<file path="config.mk">
export PLATFORM = sky130hd
export DESIGN_NAME = vga_scan
export DESIGN_NICKNAME = d
export VERILOG_FILES = /design/src/rtl/vga_scan.sv
export SDC_FILE = /design/constraint.sdc
export NUM_CORES = 1
export LEC_CHECK = 0
export CAP_MARGIN = 10
export CORE_ASPECT_RATIO = 0.5
export CORE_UTILIZATION = 37
export CTS_CLUSTER_SIZE = 8
export DETAILED_ROUTE_END_ITERATION = 7
export HOLD_SLACK_MARGIN = 0.1
export SYNTH_ARGS = -nofsm -noshare
export SYNTH_HDL_FRONTEND = slang
export SYNTH_SLANG_ARGS = --single-unit
</file>
<file path="constraint.sdc">
create_clock -name clock -period 5.75 [get_ports clock]
set_input_delay 1.15 -clock clock [delete_from_list [all_inputs] [get_ports clock]]
set_output_delay 1.15 -clock clock [all_outputs]
set_load 0.1 [all_outputs]
</file>
<file path="src/rtl/vga_scan.sv">
// rtl/vga_scan.sv - VGA 800x525 timing generator with card-grid cell decode and registered blanked rgb.
// Optional build macro VGA_SCAN_GRID_LINES_EN draws white card outlines on cell offset 0.
module vga_scan #(
    parameter int CLK_DIV   = 2,
    parameter int H_ACTIVE  = 640,
    parameter int H_FP      = 16,
    parameter int H_SYNC    = 96,
    parameter int H_BP      = 48,
    parameter int V_ACTIVE  = 480,
    parameter int V_FP      = 10,
    parameter int V_SYNC    = 2,
    parameter int V_BP      = 33,
    parameter int GRID_X0   = 128,
    parameter int GRID_Y0   = 48,
    parameter int CELL_SIZE = 64
) (
    input  logic       clock,
    input  logic       reset,
    input  logic [2:0] rgb_in,
    output logic       pix_tick,
    output logic [9:0] pixel_x,
    output logic [9:0] pixel_y,
    output logic       video_on,
    output logic       frame_start,
    output logic       cell_valid,
    output logic [2:0] cell_row,
    output logic [2:0] cell_col,
    output logic       hsync,
    output logic       vsync,
    output logic [2:0] rgb
);

    localparam int DIV_W = (CLK_DIV > 1) ? $clog2(CLK_DIV) : 1;
    localparam logic [DIV_W-1:0] DIV_LAST = DIV_W'(CLK_DIV - 1);

    localparam logic [9:0] H_VIS    = 10'(H_ACTIVE);
    localparam logic [9:0] HS_START = 10'(H_ACTIVE + H_FP);
    localparam logic [9:0] HS_END   = 10'(H_ACTIVE + H_FP + H_SYNC);
    localparam logic [9:0] H_LAST   = 10'(H_ACTIVE + H_FP + H_SYNC + H_BP - 1);
    localparam logic [9:0] V_VIS    = 10'(V_ACTIVE);
    localparam logic [9:0] VS_START = 10'(V_ACTIVE + V_FP);
    localparam logic [9:0] VS_END   = 10'(V_ACTIVE + V_FP + V_SYNC);
    localparam logic [9:0] V_LAST   = 10'(V_ACTIVE + V_FP + V_SYNC + V_BP - 1);

    localparam logic [9:0] GX0 = 10'(GRID_X0);
    localparam logic [9:0] GX1 = 10'(GRID_X0 + 6 * CELL_SIZE);
    localparam logic [9:0] GY0 = 10'(GRID_Y0);
    localparam logic [9:0] GY1 = 10'(GRID_Y0 + 6 * CELL_SIZE);
    localparam int CELL_SHIFT = $clog2(CELL_SIZE);

    logic [DIV_W-1:0] div;
    logic [9:0]       h_count;
    logic [9:0]       v_count;
    logic [9:0]       dx;
    logic [9:0]       dy;
    logic             hsync_raw;
    logic             vsync_raw;
    logic [2:0]       pix_color;

    assign pix_tick = (div == DIV_LAST);

    always_ff @(posedge clock) begin
        if (reset) begin
            div <= '0;
        end else if (pix_tick) begin
            div <= '0;
        end else begin
            div <= div + DIV_W'(1);
        end
    end

    always_ff @(posedge clock) begin
        if (reset) begin
            h_count <= '0;
            v_count <= '0;
        end else if (pix_tick) begin
            if (h_count == H_LAST) begin
                h_count <= '0;
                v_count <= (v_count == V_LAST) ? 10'd0 : v_count + 10'd1;
            end else begin
                h_count <= h_count + 10'd1;
            end
        end
    end

    assign pixel_x     = h_count;
    assign pixel_y     = v_count;
    assign video_on    = (h_count < H_VIS) && (v_count < V_VIS);
    assign frame_start = pix_tick && (h_count == 10'd0) && (v_count == 10'd0);
    assign hsync_raw   = !((h_count >= HS_START) && (h_count < HS_END));
    assign vsync_raw   = !((v_count >= VS_START) && (v_count < VS_END));

    // Offsets are only meaningful inside the grid; the cell outputs are masked otherwise.
    assign dx         = h_count - GX0;
    assign dy         = v_count - GY0;
    assign cell_valid = (h_count >= GX0) && (h_count < GX1) && (v_count >= GY0) && (v_count < GY1);
    assign cell_col   = cell_valid ? 3'(dx >> CELL_SHIFT) : 3'd0;
    assign cell_row   = cell_valid ? 3'(dy >> CELL_SHIFT) : 3'd0;

`ifdef VGA_SCAN_GRID_LINES_EN
    localparam logic [9:0] CELL_MASK = 10'(CELL_SIZE - 1);
    logic on_line;
    assign on_line   = ((dx & CELL_MASK) == 10'd0) || ((dy & CELL_MASK) == 10'd0);
    assign pix_color = (cell_valid && on_line) ? 3'b111 : rgb_in;
`else
    assign pix_color = rgb_in;
`endif

    // Colour and sync share one register stage so they stay aligned at the pins.
    always_ff @(posedge clock) begin
        if (reset) begin
            rgb   <= 3'd0;
            hsync <= 1'b1;
            vsync <= 1'b1;
        end else if (pix_tick) begin
            rgb   <= video_on ? pix_color : 3'd0;
            hsync <= hsync_raw;
            vsync <= vsync_raw;
        end
    end

endmodule

</file>
---- After elaboration in Yosys (flattened, before gate mapping) ----
Cells that the tools add are included.
word-level totals
  word-level logic and storage cells ...... 42
  register bits ........................... 26
  ROM bits ................................ 0
  memory bits (writable) .................. 0
  input bits .............................. 5
  output and inout bits ................... 35
  latch bits .............................. 0
  memories kept ........................... 0
cells by class
  bitwise operators ....................... 0
  reduce and logical (&&, ||, !) cells .... 14
  shift-type cells ........................ 0
  div/mod/pow operators ................... 0
  eq/ne operators ......................... 2
  multipliers ............................. 0
  muxes and demuxes ....................... 5
  $add $sub $neg .......................... 5
  order comparisons ....................... 10
operators by type and width
  kind                     count
  $lt A10 B10 Y1 const B   3
  $lt A10 B9 Y1 const B    3
  $add A10 B1 Y10 const B  2
  $eq A10 B10 Y1 const B   2
  $logic_not A10 Y1        2
  $mux W10                 2
  $ge A10 B10 Y1 const B   1
  $ge A10 B6 Y1 const B    1
  $ge A10 B8 Y1 const B    1
  $ge A10 B9 Y1 const B    1
  $mux W3                  3
  $sub A9 B6 Y9 const B    1
  $sub A9 B8 Y9 const B    1
  $logic_and A1 B1 Y1      8
  $logic_not A1 Y1         2
  $reduce_and A2 Y1        1
  $reduce_or A2 Y1         1
  $add A1 B1 Y1 const B    1

---- Depth between registers and ports, before layout ----
  depth in word-level cells ............... 5
  mapped depth ............................ 6
  mapped depth without buffers ............ 6

---- Worst setup path after synthesis ----
Ideal clock, no wire load.
  path type ............................... flip-flop to output port
  from .................................... register h_count[7] (netlist: pixel_x[7])
  to ...................................... output port video_on
  buffers on the path ..................... 0
  required time ........................... 4600 ps
  data arrival time ....................... 3371 ps
  cell stages (with the launch flop) ...... 4
  path slack .............................. 1229 ps
  cell sequence ........................... dfxtp_1 > or2_2 > and2_1 > nor3_1
between the ends
  word-level cells in the longest chain between the ends .. 2
ends and longest elaborated chain
  element                   line  source
  start: declaration        52    logic [9:0] h_count;
  start signal: assignment  81    h_count <= h_count + 10'd1;
  $lt A10 B10 Y1            88    assign video_on = (h_count < H_VIS) && (v_count < V_VIS);
  $logic_and A1 B1 Y1       88
  end: declaration          23    output logic video_on,
Every way passes these cells.

---- Worst setup path in the final report ----
  from .................................... register v_count[4] (netlist: pixel_y[4])
  to ...................................... output port cell_row[0]
between the ends
  word-level cells in the longest chain between the ends .. 4
  elaborated cells on any way between the ends .. 6
  classes of those cells .................. add/sub (1); order compare (2); mux (1); reduce/logical (2)
ends and longest elaborated chain
  element                           line  source
  start: declaration                53    logic [9:0] v_count;
  start signal: assignment          79    v_count <= (v_count == V_LAST) ? 10'd0 : v_count + 10'd1;
  $ge A10 B6 Y1                     96    assign cell_valid = (h_count >= GX0) && (h_count < GX1) && (v_count >= GY0) && (v_count < GY1);
  $logic_and A1 B1 Y1 (2 in a row)  96
  $mux W3 (*)                       98    assign cell_row = cell_valid ? 3'(dy >> CELL_SHIFT) : 3'd0;
  end: declaration                  26    output logic [2:0] cell_row,
Every way passes the cells marked *; elsewhere a longest branch is shown, timed or not.

==> results.py <==
metrics = {
    "place": {
        "pre_cts_ws_ns": 1.75,
        "gp_congestion": 0.795,
        "io_buffers": 39,
        "placed_cells": 252,
        "dpl.hpwl_um": 2380,
    },
    "floorplanning": {
        "fp.dieH_um": 45.8,
        "core_area_mm2": 0.00355,
        "start_util": 0.399,
        "dieArea_mm2": 0.00409,
        "rows": 15,
        "pin_count": 40,
        "die-width_um": 89.5,
    },
    "sta": {
        "period_share": 0.750,
        "slew_headroom": 0.343,
        "worst_slew_pin_slew_ns": 0.982,
        "timing.hold.ws_ns": 0.489,
        "fmax_mhz": 232,
        "finalWorstSetupSlack_ns": 1.44,
        "period_needed_ns": 4.31,
        "fin_tns_setup_ns": 0,
        "hold_viol": 0,
        "rsz0062_at_grt": "false",
        "setup_viol": 0,
        "slew_viol_final": 0,
        "clock_skew_ns": 0.00424,
    },
    "pwr": {
        "power.switching_mw": 0.102,
        "p_int_mw": 0.258,
        "seqPwrFrac": 0.520,
        "p_per_area_mw_per_mm2": 192,
        "leakagePower_nw": 0.691,
        "switching_share": 0.284,
        "comb_power_share": 0.142,
        "peakVddDrop_mv": 0.0973,
        "clkPwrFrac": 0.338,
    },
    "grt": {
        "grt_pass1_vias": 1116,
        "antenna_found_initial": 0,
        "overflow": 0,
        "track_usage": 0.176,
        "grt_max_degree": 23,
        "grt_pass1_wl_um": 5380,
    },
    "final_layout": {
        "drive_gt1_frac": 0.0585,
        "fin_cells": 256,
        "diodes": 0,
        "area_growth_pct": 32.6,
        "mostFrequentLayoutCells": "clkdlybuf4s50_1 (39), dfxtp_1 (26), nor2_1 (20)",
        "final_nets": 217,
        "final_common_cell": "clkdlybuf4s50_1",
    },
    "cts": {
        "htreeDepth": 1,
        "numClockSinks": 26,
        "clk_latency_ns": 0.28,
        "clk_pin_slew_worst_paths_ns": 0.09,
        "cts_resized": 0,
        "cts_tree": "done",
        "clk_path_buf_depth": 2,
        "cts_inserted_buffers": 3,
        "post-cts-setup-buffers": 0,
        "root_buffer": "clkbuf_8",
        "postCtsHoldBufs": 0,
    },
    "drt": {
        "post_drt_wl_per_cell_um": 13.1,
        "remaining_drc_errors": 0,
        "dr.pass1.iters": 4,
        "ant_nets": 0,
        "drt-initial-drc-count": 42,
        "wirelength_um": 3360,
        "viasPerCell": 5.22,
        "vias": 1337,
    },
    "outcome": {
        "status": "finished, final reports clean",
    },
    "worst_setup_path": {
        "regToRegStartpoint": "pix_tick$_SDFF_PP0_",
        "cp.required_ns": 4.60,
        "crit_chain": "a21o_4, and3_1, or4_1, a21oi_2, clkdlybuf4s50_1",
        "max_stage_delay_ns": 1.14,
        "critPathBufInv": 1,
        "critical_path_class": "reg -> out",
        "cp-start-kind": "register",
        "endpoint_kind": "output port",
        "cpMaxStageDelayCell": "clkdlybuf4s50_1",
        "cpLargestDelayFamily": "buffers and inverters",
        "crit_arrival_ns": 3.16,
        "critPathLaunch": "pixel_y[4]$_SDFFE_PP0P_",
        "path_max_fanout": 11,
    },
    "synth": {
        "synth.distinct_cells": 39,
        "synth_nets": 181,
        "syn_inst": 170,
        "yosys_register_bits": 26,
        "synth_area_per_cell_um2": 8.33,
        "ys_seq_area_frac": 0.367,
        "yosys_warnings": 0,
        "syn-cell-area_mm2": 0.00142,
    },
    "flow_run": {
        "maxCapViolations": 0,
    },
    "worst_hold_path": {
        "min-delay-start": "rgb[0]$_SDFFE_PP0P_",
        "hold_class": "reg -> reg",
    },
}
[registers in the layout (all words and copies together) (netlist names)]
name / flops
vsync: 1
rgb: 3
pixel_x: 10
hsync: 1
pixel_y: 10
pix_tick: 1
[logic make-up after synthesis]
kind of cell / after synthesis / share of synthesized area
mux: 1 / 0.00707
buf+inv: 18 / 0.0601
xor+xnor: 10 / 0.0618
fa+ha+maj: 6 / 0.0530
compound gates: 29 / 0.133
simple gates: 80 / 0.317
flops: 26 / 0.367
[layout make-up]
type,count,area (µm²)
fillers,336,1670
well taps,51,63.8
clock buffers,4,55.1
flip-flops and latches,26,520
inverters,10,37.5
repair buffers,39,390
multi-input cells,126,811
[layer usage]
| metal | vias to the layer above | global-route usage | share of wire |
|---|---|---|---|
| met2 | 24 | 0.263 | 0.42 |
| met4 | 0 | 0.0381 | 0.0074 |
| met5 | - | 0 | 0 |
| li1 | 674 | - | - |
| met3 | 4 | 0.0471 | 0.036 |
| met1 | 635 | 0.254 | 0.53 |
[path summary, 6_finish.rpt]
path	cells after the start	slack, ns	endpoint
max	5	1.44	cell_row[0]
max reg2reg	4	3.42	pixel_y[8]$_SDFFE_PP0P_
min	1	0.49	rgb[0]$_SDFFE_PP0P_
min reg2reg	1	0.49	rgb[0]$_SDFFE_PP0P_
[through the flow]
stage	area [µm²]	util	power, mW
after global placement	1820	0.514	0.243
final	1880	0.529	0.360
after global routing	1880	0.529	0.375
after detailed placement	1820	0.514	0.243
after CTS	1880	0.529	0.365
after floorplan	1420	-	0.229
[power by group through the flow]
stage                     Combinational, mW  Sequential [mW]  Clock [mW]
after floorplan                      0.0172            0.212           0
after global placement               0.0517            0.192           0
after detailed placement             0.0515            0.192           0
after CTS                            0.0516            0.187       0.126
after global routing                 0.0539            0.188       0.132
final                                0.0513            0.188       0.122
[Yosys cell counts]
cell / count / share of area
nand2b_1: 4 / 0.018
a22o_1: 3 / 0.019
nor4b_1: 3 / 0.019
o21ai_0: 7 / 0.025
dfxtp_1: 26 / 0.37
nor3b_1: 1 / 0.0053
or4_1: 3 / 0.016
ha_1: 6 / 0.053
nand3_1: 8 / 0.028
a21oi_1: 11 / 0.039
nor2_2: 1 / 0.0044
and2_1: 3 / 0.013
nor3_1: 5 / 0.018
nand4_2: 1 / 0.0088
or3b_1: 1 / 0.0062
a31oi_1: 1 / 0.0044
and4_1: 3 / 0.019
o21a_1: 1 / 0.0053
xor2_1: 7 / 0.043
a21oi_2: 1 / 0.0062
or2_2: 2 / 0.0088
a21o_4: 1 / 0.011
nor4_1: 1 / 0.0044
xnor2_1: 3 / 0.019
nand3b_1: 1 / 0.0053
nand2_1: 8 / 0.021
clkbuf_1: 4 / 0.011
o31ai_1: 2 / 0.011
o21bai_2: 1 / 0.0079
inv_1: 10 / 0.027
mux2i_1: 1 / 0.0071
or3_1: 6 / 0.027
nand4_1: 6 / 0.027
nor2_4: 1 / 0.0079
and3_1: 2 / 0.0088
nor2_1: 20 / 0.053
buf_6: 2 / 0.016
a41oi_1: 1 / 0.0062
buf_2: 2 / 0.0071
Power figures use the tool's default switching activity.
